--- src/rtl/serial_adder.sv ---
// Bit-serial adder: one full-add cell and a carry flop walk the operands LSB first,
// producing a WIDTH-bit sum plus carry-out behind a start/busy/done handshake.
module serial_adder #(
   parameter int WIDTH = 8
) (
   input  logic             clk,
   input  logic             rst,
   input  logic             start,
   input  logic [WIDTH-1:0] a,
   input  logic [WIDTH-1:0] b,
   output logic             busy,
   output logic             done,
   output logic [WIDTH-1:0] sum,
   output logic             carry
);

   localparam int CNT_W = (WIDTH > 1) ? $clog2(WIDTH) : 1;
   localparam logic [CNT_W-1:0] CNT_LAST = CNT_W'(WIDTH - 1);
   localparam logic [CNT_W-1:0] CNT_ONE  = CNT_W'(1);

   typedef enum logic [1:0] {
      IDLE = 2'd0,
      RUN  = 2'd1,
      DONE = 2'd2
   } state_t;

   state_t           state_q, state_d;
   logic [WIDTH-1:0] a_sr_q, a_sr_d;
   logic [WIDTH-1:0] b_sr_q, b_sr_d;
   logic [WIDTH-1:0] s_sr_q, s_sr_d;
   logic             c_q, c_d;
   logic [CNT_W-1:0] cnt_q, cnt_d;
   logic [WIDTH-1:0] sum_q, sum_d;
   logic             carry_q, carry_d;

   logic             half_s;
   logic             s_bit;
   logic             c_next;

   // Full-add cell built from two half-add levels over the current LSBs and the carry flop.
   assign half_s = a_sr_q[0] ^ b_sr_q[0];
   assign s_bit  = half_s ^ c_q;
   assign c_next = (a_sr_q[0] & b_sr_q[0]) | (c_q & half_s);

   always_comb begin
      state_d = state_q;
      a_sr_d  = a_sr_q;
      b_sr_d  = b_sr_q;
      s_sr_d  = s_sr_q;
      c_d     = c_q;
      cnt_d   = cnt_q;
      sum_d   = sum_q;
      carry_d = carry_q;

      case (state_q)
         IDLE, DONE: begin
            if (start) begin
               a_sr_d  = a;
               b_sr_d  = b;
               s_sr_d  = '0;
               c_d     = 1'b0;
               cnt_d   = '0;
               state_d = RUN;
            end else begin
               state_d = IDLE;
            end
         end
         RUN: begin
            a_sr_d = {1'b0, a_sr_q[WIDTH-1:1]};
            b_sr_d = {1'b0, b_sr_q[WIDTH-1:1]};
            s_sr_d = {s_bit, s_sr_q[WIDTH-1:1]};
            c_d    = c_next;
            cnt_d  = cnt_q + CNT_ONE;
            // Publish only the complete result so partial sums never reach the outputs.
            if (cnt_q == CNT_LAST) begin
               sum_d   = {s_bit, s_sr_q[WIDTH-1:1]};
               carry_d = c_next;
               state_d = DONE;
            end
         end
         default: begin
            state_d = IDLE;
         end
      endcase
   end

   always_ff @(posedge clk or posedge rst) begin
      if (rst) begin
         state_q <= IDLE;
         a_sr_q  <= '0;
         b_sr_q  <= '0;
         s_sr_q  <= '0;
         c_q     <= 1'b0;
         cnt_q   <= '0;
         sum_q   <= '0;
         carry_q <= 1'b0;
      end else begin
         state_q <= state_d;
         a_sr_q  <= a_sr_d;
         b_sr_q  <= b_sr_d;
         s_sr_q  <= s_sr_d;
         c_q     <= c_d;
         cnt_q   <= cnt_d;
         sum_q   <= sum_d;
         carry_q <= carry_d;
      end
   end

   assign busy  = (state_q == RUN);
   assign done  = (state_q == DONE);
   assign sum   = sum_q;
   assign carry = carry_q;

endmodule
--- config.mk ---
export PLATFORM = sky130hd
export DESIGN_NAME = serial_adder
export DESIGN_NICKNAME = d
export VERILOG_FILES = /design/src/rtl/serial_adder.sv
export SDC_FILE = /design/constraint.sdc
export NUM_CORES = 1
export LEC_CHECK = 0
export ABC_CLOCK_PERIOD_IN_PS = 1700
export BUFFER_PORTS_ARGS = -buffer_cell sky130_fd_sc_hd__buf_2
export CELL_PAD_IN_SITES_DETAIL_PLACEMENT = 1
export CELL_PAD_IN_SITES_GLOBAL_PLACEMENT = 2
export CORE_UTILIZATION = 36
export DETAILED_ROUTE_END_ITERATION = 7
export GPL_TIMING_DRIVEN = 0
export PLACE_DENSITY_LB_ADDON = 0.1
export SYNTH_ARGS = -nofsm -noshare
export SYNTH_HDL_FRONTEND = slang
export SYNTH_SLANG_ARGS = --single-unit
--- constraint.sdc ---
create_clock -name clk -period 1.7 [get_ports clk]
set_clock_uncertainty 0.1 [all_clocks]
set_input_delay 0.085 -clock clk [delete_from_list [all_inputs] [get_ports clk]]
set_output_delay 0.085 -clock clk [all_outputs]
set_load 0.1 [all_outputs]
==> flow_summary.yaml, run 1 <==
detailed_routing:
  dr.pass1.iters: 4
  vias_per_cell: 5.05
  post_drt_wl_per_cell_um: 15.0
  drtAntennaViolNets: 0
  drt-initial-drc-count: 36
  finalWirelength_mm: 3.49
  vias: 1177
  drc: 0
logic_synthesis:
  synth_top_area_share_pct: 57.4
  synth_seq_cells: 38
  synth_area_leaders: "dfrtp_1 57%, mux2_4 8.2%, a22o_1 6.3%"
  synth_top_family_by_area: "compound AO/OA/AOI/OAI gates"
  synth_top_flop_cell: "dfrtp_1"
  synth_edf_count: 0
  mappedNetlistNets: 151
  post-synth-top-area-cell: "dfrtp_1"
  async_reset_ff_share_pct: 100
  avgSynthCellArea_um2: 12.8
  synthCells: 129
  synth_xor_area_share_pct: 0
  synth_adder_area_share_pct: 2.72
  netlist_area_um2: 1660
  synth-simple-area-share_pct: 11.4
  synthMuxAreaShare_pct: 10.6
  synth_compound_area_share_pct: 13.4
  yosysWarnings: 0
  yosysUniqueCellTypes: 25
  yosysSeqAreaShare_pct: 57.4
critical_path:
  start_kind: "register"
  endpoint_kind: "output port"
  crit_type: "reg2out"
  r2r-start: "cnt_q[0]"
  path_max_fanout: 10
  cp-startpoint: "state_q[0]"
  rrSetupSlack_ps: 160
  cp.arrival_ps: 1410
  crit_required_ps: 1510
placed_design:
  place_inst: 210
  dp_hpwl_mm: 2.34
  gp_congestion: 0.724
  dp_slack_ps: 32.2
  port_buffers: 29
final_layout:
  antenna_cells: 0
  layout.nets: 202
  final_core_util_pct: 49.5
  n_fill_cell: 468
  syn_to_final_growth_pct: 31.1
  drive_gt1_share_pct: 34.3
  finalNonFillerCells: 233
timing:
  fin_ws_ps: 101
  slew_viol_final: 0
  clock.fmax_mhz: 625
  fin_tns_setup_ps: 0
  max_slew_margin_pct: 46.5
  worst_pin_slew_ps: 801
  finalSetupViolCount: 0
  rsz0062_at_grt: "no"
  finalCriticalPeriod_ps: 1600
  fin_crit_sh_pct: 94.1
  hold_viol_final: 0
cts:
  htreeDepth: 2
  cts_buffer_depth: 2
  cts_made_buffers: 5
  numClockSinks: 38
  cts_tree: "built"
  clkSlewWorstSetupHoldPaths_ps: 70
  insertion_delay_ps: 290
  clockRootBuffer: "clkbuf_8"
  postCtsSetupRepairBufs: 0
die:
  rows: 24
  start_util_pct: 37.8
  dieArea_um2: 4880
  die_w_um: 69.8
  coreArea_um2: 4380
  pin_count: 30
  dieHeight_um: 69.8
global_routing:
  grt_pass1_vias: 1225
  track_usage_pct: 15.7
  overflow: 0
  grt_max_degree: 39
  antenna_found_initial: 0
  grt_pass1_wl_mm: 5.90
job:
  maxCapViolCount: 0
run_status:
  outcome: "complete, no violations"
power_and_ir_drop:
  powerDensity_nw_per_um2: 2250
  power.total_mw: 4.88
  leakage_nw: 1.03
  irDropWorstVdd_mv: 1.20
worst_hold_path:
  hp-start: "b[4]"
  hp-class: "in2reg"
-- kinds of logic (layout without fill, tap and decap cells) --
kind of cell,after synthesis,count (layout)
flip-flops,38,38
AO/OA/AOI/OAI,31,31
multiplexers,13,13
AND/OR/NAND/NOR,33,33
buffers and inverters,11,63
adder cells (fa/ha/maj),3,3
-- metal layers --
metal	wire length [um]	share of wire (%)	global-route usage, %	up-vias
met5	0	0	0	-
met1	1730	49	21.6	579
met3	125	3.6	4.36	7
met2	1590	45	23.9	24
li1	-	-	-	567
met4	49	1.4	5.33	0
-- repair_timing --
item | 4_1_cts | 5_1_grt
hold endpoints to repair | 53 | 0
setup endpoints to repair | 1 | 0
resized for setup | 3 | 0
hold buffers | 16 | 0
-- synth_stat cells, types with 2 or more instances --
master	count
a211oi_1	3
a21oi_1	3
a22o_1	12
buf_2	3
buf_4	3
buf_6	2
dfrtp_1	38
ha_1	2
inv_1	2
mux2_4	9
mux2i_1	3
nor2_1	12
nor2b_1	4
nor3_1	11
o21ai_0	2
o22ai_1	11
-- path summary, 6_finish.rpt --
check                      cells after the start        end
max in group asynchronous                      3  b_sr_q[0]
hold reg to reg                                1     sum[0]
setup / recovery                               3       done
setup reg to reg                               4     sum[0]
hold / removal                                 3  b_sr_q[4]
min in group asynchronous                      3     sum[2]
-- registers in the layout, indices dropped and copies added, names as in the netlist --
signal and flops:
c_q 1, a_sr_q 8, state_q 2, cnt_q 3, b_sr_q 8, sum 8, carry 1, s_sr_q 7
-- per-stage QoR --
step | instance area, um^2 | hold WS (ps)
floorplan | 1660 | 125
global placement | 1870 | 223
detailed placement | 1870 | 194
CTS | 2170 | 0.0144
global route | 2170 | 8.40
finish | 2170 | 6.76
-- cells in the final DEF (no fill, tap or decap), drive strengths merged --
cell / instances
nand3: 1
nor2: 13
clkbuf: 5
dlygate4sd3: 16
o22ai: 11
mux2i: 3
nand2: 1
clkinv: 1
bufinv: 2
ha: 2
a22o: 12
buf: 36
inv: 3
fa: 1
o21ai: 2
a211oi: 3
nor3: 11
dfrtp: 38
a21oi: 3
nor2b: 4
nand2b: 2
and2b: 1
mux2: 10
-- report_power, final --
group | total [mW] | switching (mW) | internal, mW | leakage, nW
clock network | 0.918 | 0.330 | 0.588 | 0.0683
registers | 1.59 | 0.267 | 1.32 | 0.469
logic | 2.37 | 1.53 | 0.838 | 0.494
-- worst max-delay path, cell delays in order, from the launching register on --
cell     delay (ps)
dfrtp_1         420
buf_4           190
nor2b_2         100
buf_2           420
-- final cells by class --
cell class | instances | area (um^2) | share of cell area [%]
plain buffers | 7 | 55.1 | 2.53
clock buffers | 5 | 68.8 | 3.17
clock inverters | 3 | 68.8 | 3.17
inverters | 3 | 13.8 | 0.634
multi-input cells | 80 | 634 | 29.2
flip-flops and latches | 38 | 951 | 43.8
well taps | 52 | 65.1 | 3.00
repair buffers | 45 | 315 | 14.5
Note: power is estimated with default switching activity, not from simulation.
==> run 2: changes to the inputs <==
- ABC_AREA: default -> 1
- CORE_UTILIZATION: 36 -> 33
- CTS_CLUSTER_SIZE: default -> 28
==> run 2 against run 1 <==
Final area grew 6.9%; synthesized area grew 10%; critical path type unchanged; clock power grew 2%; register-to-register slack gained 70 ps; power grew 8.1%; wire length grew 18%; via count grew 24%.
==> flow_summary.yaml, run 2 <==
run_status:
  outcome: "complete, no violations"
die:
  coreArea_um2: 5200
  pin_count: 30
  start_util_pct: 35.1
  rows: 26
  dieArea_um2: 5830
  die_w_um: 76.4
  dieHeight_um: 76.4
timing:
  clock.fmax_mhz: 618
  worst_hold_slack_ps: 9.53
  hold_viol_final: 0
  worst_pin_slew_ps: 815
  fin_crit_sh_pct: 95.2
  max_slew_margin_pct: 45.6
  rsz0062_at_grt: "no"
  slew_viol_final: 0
  finalSetupViolCount: 0
  fin_tns_setup_ps: 0
  finalCriticalPeriod_ps: 1620
power_and_ir_drop:
  leakage_nw: 1.29
  power.total_mw: 5.27
  irDropWorstVdd_mv: 1.22
  powerDensity_nw_per_um2: 2270
cts:
  cts_made_buffers: 5
  cts_buffer_depth: 2
  cts_tree: "built"
  insertion_delay_ps: 290
  clockRootBuffer: "clkbuf_8"
  clkSlewWorstSetupHoldPaths_ps: 80
  numClockSinks: 38
  htreeDepth: 2
  postCtsSetupRepairBufs: 0
detailed_routing:
  drtAntennaViolNets: 0
  dr.pass1.iters: 3
  vias_per_cell: 4.34
  dr_wl_met3_um: 127
  drt-initial-drc-count: 88
  drc: 0
  topRoutingLayerUsed: "met4"
  wl_met2_mm: 2.06
  vias: 1454
  wl_met1_mm: 1.90
  post_drt_wl_per_cell_um: 12.3
  finalWirelength_mm: 4.12
global_routing:
  grt_max_degree: 39
  grt_pass1_wl_mm: 7.20
  track_usage_pct: 15.9
  grt_pass1_vias: 1538
  overflow: 0
  antenna_found_initial: 0
critical_path:
  critPathMaxStageDelay_ps: 350
  reg2reg_to: "sum[0]"
  path_cells: "buf_6, inv_2, nor2_4, buf_4, buf_6"
  path_max_fanout: 10
  cp.depth: 5
  slowest_stage: "dfrtp_1"
  cp-startpoint: "state_q[0]"
  cp.buffers_inverters: 4
  crit_required_ps: 1510
  critPathTopFamily: "buffers and inverters"
  endpoint: "busy"
  r2r-start: "cnt_q[0]"
  rrSetupSlack_ps: 230
  r2r_cells: 6
  cp.arrival_ps: 1430
  start_kind: "register"
  crit_type: "reg2out"
  cpMostUsedCell: "buf_6"
  endpoint_kind: "output port"
logic_synthesis:
  netlist_area_um2: 1830
  ys_top_cells_by_count: "73 x nand2_1, 38 x dfrtp_1, 38 x inv_1"
  synth_top_area_share_pct: 52.1
  async_reset_ff_share_pct: 100
  yosysUniqueCellTypes: 21
  yosysSeqAreaShare_pct: 52.1
  synth_seq_cells: 38
  synth_edf_count: 0
  synth_top_flop_cell: "dfrtp_1"
  post-synth-top-area-cell: "dfrtp_1"
  yosysWarnings: 0
  synth_most_common_cell: "nand2_1"
  synthCells: 217
  avgSynthCellArea_um2: 8.41
  synth_area_leaders: "dfrtp_1 52%, nand2_1 15%, inv_1 7.8%"
  mappedNetlistNets: 239
placed_design:
  gp_congestion: 0.759
  port_buffers: 29
  dp_hpwl_mm: 2.73
final_layout:
  layout_commonest_cell: "nand2_1"
  syn_to_final_growth_pct: 27.2
  multi_input_area_um2: 637
  antenna_cells: 0
  drive_gt1_share_pct: 23.8
  layout.nets: 286
  final_cell_mix: "73 x nand2_1, 38 x dfrtp_1, 37 x inv_1"
  n_fill_cell: 647
  seqCellArea_um2: 951
worst_hold_path:
  hp-start: "b[6]"
  hp-class: "in2reg"
job:
  maxCapViolCount: 0
[run 2: layout make-up]
| cell class | count | area share, % |
|---|---|---|
| multi-input cells | 129 | 27.4 |
| inverters | 41 | 6.84 |
| clock buffers | 5 | 2.96 |
| repair buffers | 40 | 11.5 |
| flip-flops and latches | 38 | 40.9 |
| plain buffers | 9 | 3.56 |
| clock inverters | 3 | 2.96 |
| well taps | 70 | 3.77 |
[run 2: report_power, final]
part           internal [mW]  switching, mW
Sequential              1.33          0.211
Combinational          0.812           1.98
Clock                  0.588          0.347
[run 2: kinds of logic (layout without fill, tap and decap cells)]
kind of cell    after synthesis  in the layout  synth area share, %
simple gates                108            108                 25.9
buf+inv                      50             98                 13.2
flops                        38             38                 52.1
compound gates               18             18                 6.37
fa+ha+maj                     3              3                 2.47
[run 2: worst min path at each step]
stage	cells after the start	end
CTS	5	b_sr_q[6]
finish	5	b_sr_q[6]
detailed placement	2	s_sr_q[1]
global route	5	b_sr_q[6]
floorplan	2	a_sr_q[7]
global placement	3	a_sr_q[7]
[run 2: layer usage]
layer	up-vias	GRT usage (%)
met2	22	27.4
li1	746	-
met5	-	0
met1	681	19.7
met4	0	4.04
met3	5	4.07
[run 2: worst min-delay path, cell delays in order]
cell and delay, ps:
buf_2 70, inv_1 40, nand2_1 50, nand3_1 70, nand2_1 60
[run 2: metrics by stage]
step	util (%)	std cells	instance area [um^2]	setup WS, ps
2_1_floorplan	-	217	1830	10.5
3_3_place_gp	39.6	316	2060	7.86
3_5_place_dp	39.6	316	2060	182
4_1_cts	44.5	335	2310	7.78
5_1_grt	44.6	335	2320	2.38
6_report	44.6	335	2320	81.0
[run 2: what timing repair did]
item / CTS / global route
setup endpoints to repair: 2 / 2
resized for setup: 3 / 2
hold buffers: 11 / 0
endpoints found under the hold margin: 48 / 0
==> run 3: changes to the inputs <==
- CORE_UTILIZATION: 33 -> 30
==> run 3 against run 2 <==
Global-route usage is 0.61 points lower; setup slack better by 6.6 ps; critical path depth is 1 lower; critical endpoint is now done; power is 0.53% higher; wire length is 1.7% lower; sequential share of layout area is 0.089 points higher; highest routed layer unchanged; combinational power hardly changed.
==> flow_summary.yaml, run 3 (synthesis gave the netlist of run 2 again) <==
run_status:
  outcome: "complete, no violations"
cts:
  clkSlewWorstSetupHoldPaths_ps: 80
  cts_tree: "built"
  htreeDepth: 2
  cts_buffer_depth: 2
  numClockSinks: 38
  cts_made_buffers: 5
  insertion_delay_ps: 290
  clockRootBuffer: "clkbuf_8"
timing:
  slew_viol_final: 0
  fin_tns_setup_ps: 0
  worst_pin_slew_ps: 827
  clock.fmax_mhz: 620
  max_slew_margin_pct: 44.8
  finalCriticalPeriod_ps: 1610
  fin_crit_sh_pct: 94.8
  hold_viol_final: 0
  rsz0062_at_grt: "no"
  worst_hold_slack_ps: 5.11
  finalSetupViolCount: 0
die:
  dieArea_um2: 6400
  pin_count: 30
  die_w_um: 80.0
  coreArea_um2: 5890
  dieHeight_um: 80.0
  rows: 28
  start_util_pct: 31.0
placed_design:
  port_buffers: 29
  place_area_um2: 2070
  gp_congestion: 0.694
  dp_hpwl_mm: 2.79
  place_inst: 321
detailed_routing:
  topRoutingLayerUsed: "met4"
  drtAntennaViolNets: 0
  dr.pass1.iters: 3
  post_drt_wl_per_cell_um: 12.0
  finalWirelength_mm: 4.05
  wl_met1_mm: 1.88
  wl_met2_mm: 1.98
  drc: 0
  drt-initial-drc-count: 50
  dr_wl_met3_um: 113
  vias_per_cell: 4.29
  vias: 1450
final_layout:
  n_fill_cell: 712
  stdcell_area_um2: 2320
  antenna_cells: 0
  layout_commonest_cell: "nand2_1"
  layout.nets: 284
  finalNonFillerCells: 338
  drive_gt1_share_pct: 24.0
  final_cell_mix: "73 x nand2_1, 38 x dfrtp_1, 37 x inv_1"
  syn_to_final_growth_pct: 26.9
power_and_ir_drop:
  powerDensity_nw_per_um2: 2290
  irDropWorstVdd_mv: 1.05
  leakage_nw: 1.28
  power.total_mw: 5.30
global_routing:
  grt_pass1_vias: 1556
  grt_max_degree: 39
  overflow: 0
  grt_pass1_wl_mm: 7.35
  track_usage_pct: 15.3
  antenna_found_initial: 0
critical_path:
  endpoint_kind: "output port"
  path_max_fanout: 10
  path_cells: "inv_2, buf_2, nor2_2, buf_6"
  cp.buffers_inverters: 3
  critPathMaxStageDelay_ps: 440
  critPathTopFamily: "buffers and inverters"
  crit_type: "reg2out"
  start_kind: "register"
  cp.arrival_ps: 1430
  crit_required_ps: 1510
  slowest_stage: "dfrtp_1"
worst_hold_path:
  hp-class: "in2reg"
job:
  maxCapViolCount: 0
==> run 3: cell count changes in the layout (fill, tap and decap cells not counted), sizes merged <==
cell	change
dlygate4sd3	-2
clkbuf	+1
clkinv	-1
==> run 3: what timing repair did <==
action                                  in CTS  in global routing
hold buffers                                 9                  0
resized for setup                            4                  2
gates cloned                                 0                  0
endpoints found under the setup margin       2                  2
buffers inserted                             0                  0
endpoints found under the hold margin       46                  0
==> run 3: metrics by stage <==
| stage | utilization [%] | worst slack (ps) |
|---|---|---|
| after floorplan | - | 10.5 |
| after global placement | 35.1 | -0.610 |
| after detailed placement | 35.1 | 161 |
| after CTS | 39.2 | 16.1 |
| after global routing | 39.4 | 19.6 |
| final | 39.4 | 87.6 |
==> run 3: layout make-up <==
class	instances	area, um^2	share of cell area (%)
buffer	9	82.6	3.56
clock buffer	6	82.6	3.56
clock inverter	2	60.1	2.59
inverter	41	159	6.86
multi-input combinational	129	637	27.5
sequential	38	951	41.0
tap	75	93.8	4.05
timing repair buffer	38	251	10.9
==> run 3: worst min-delay path, stage by stage <==
cell and delay (ps):
buf_2 70, inv_1 30, nand2_1 50, nand3_1 70
nand2_1 60
==> run 3: worst paths after layout <==
check,start,to,slack (ps),cells after the start
max in group asynchronous,rst,s_sr_q[5],570,3
min in group asynchronous,rst,s_sr_q[3],400,3
max reg2reg,cnt_q[0],sum[0],270,6
max,state_q[1],done,90,4
min,b[5],b_sr_q[5],5,5
min reg2reg,sum[6],sum[6],380,2
==> run 3: power by group <==
group,switching (mW),internal (mW)
Clock,0.338,0.626
Sequential,0.211,1.33
Combinational,1.98,0.817
Total,2.53,2.77
==> run 3: layer usage <==
layer / vias up / GRT usage [%]
met5: - / 0
met4: 0 / 5.89
met3: 8 / 3.09
met2: 25 / 27.2
met1: 671 / 17.9
li1: 746 / -
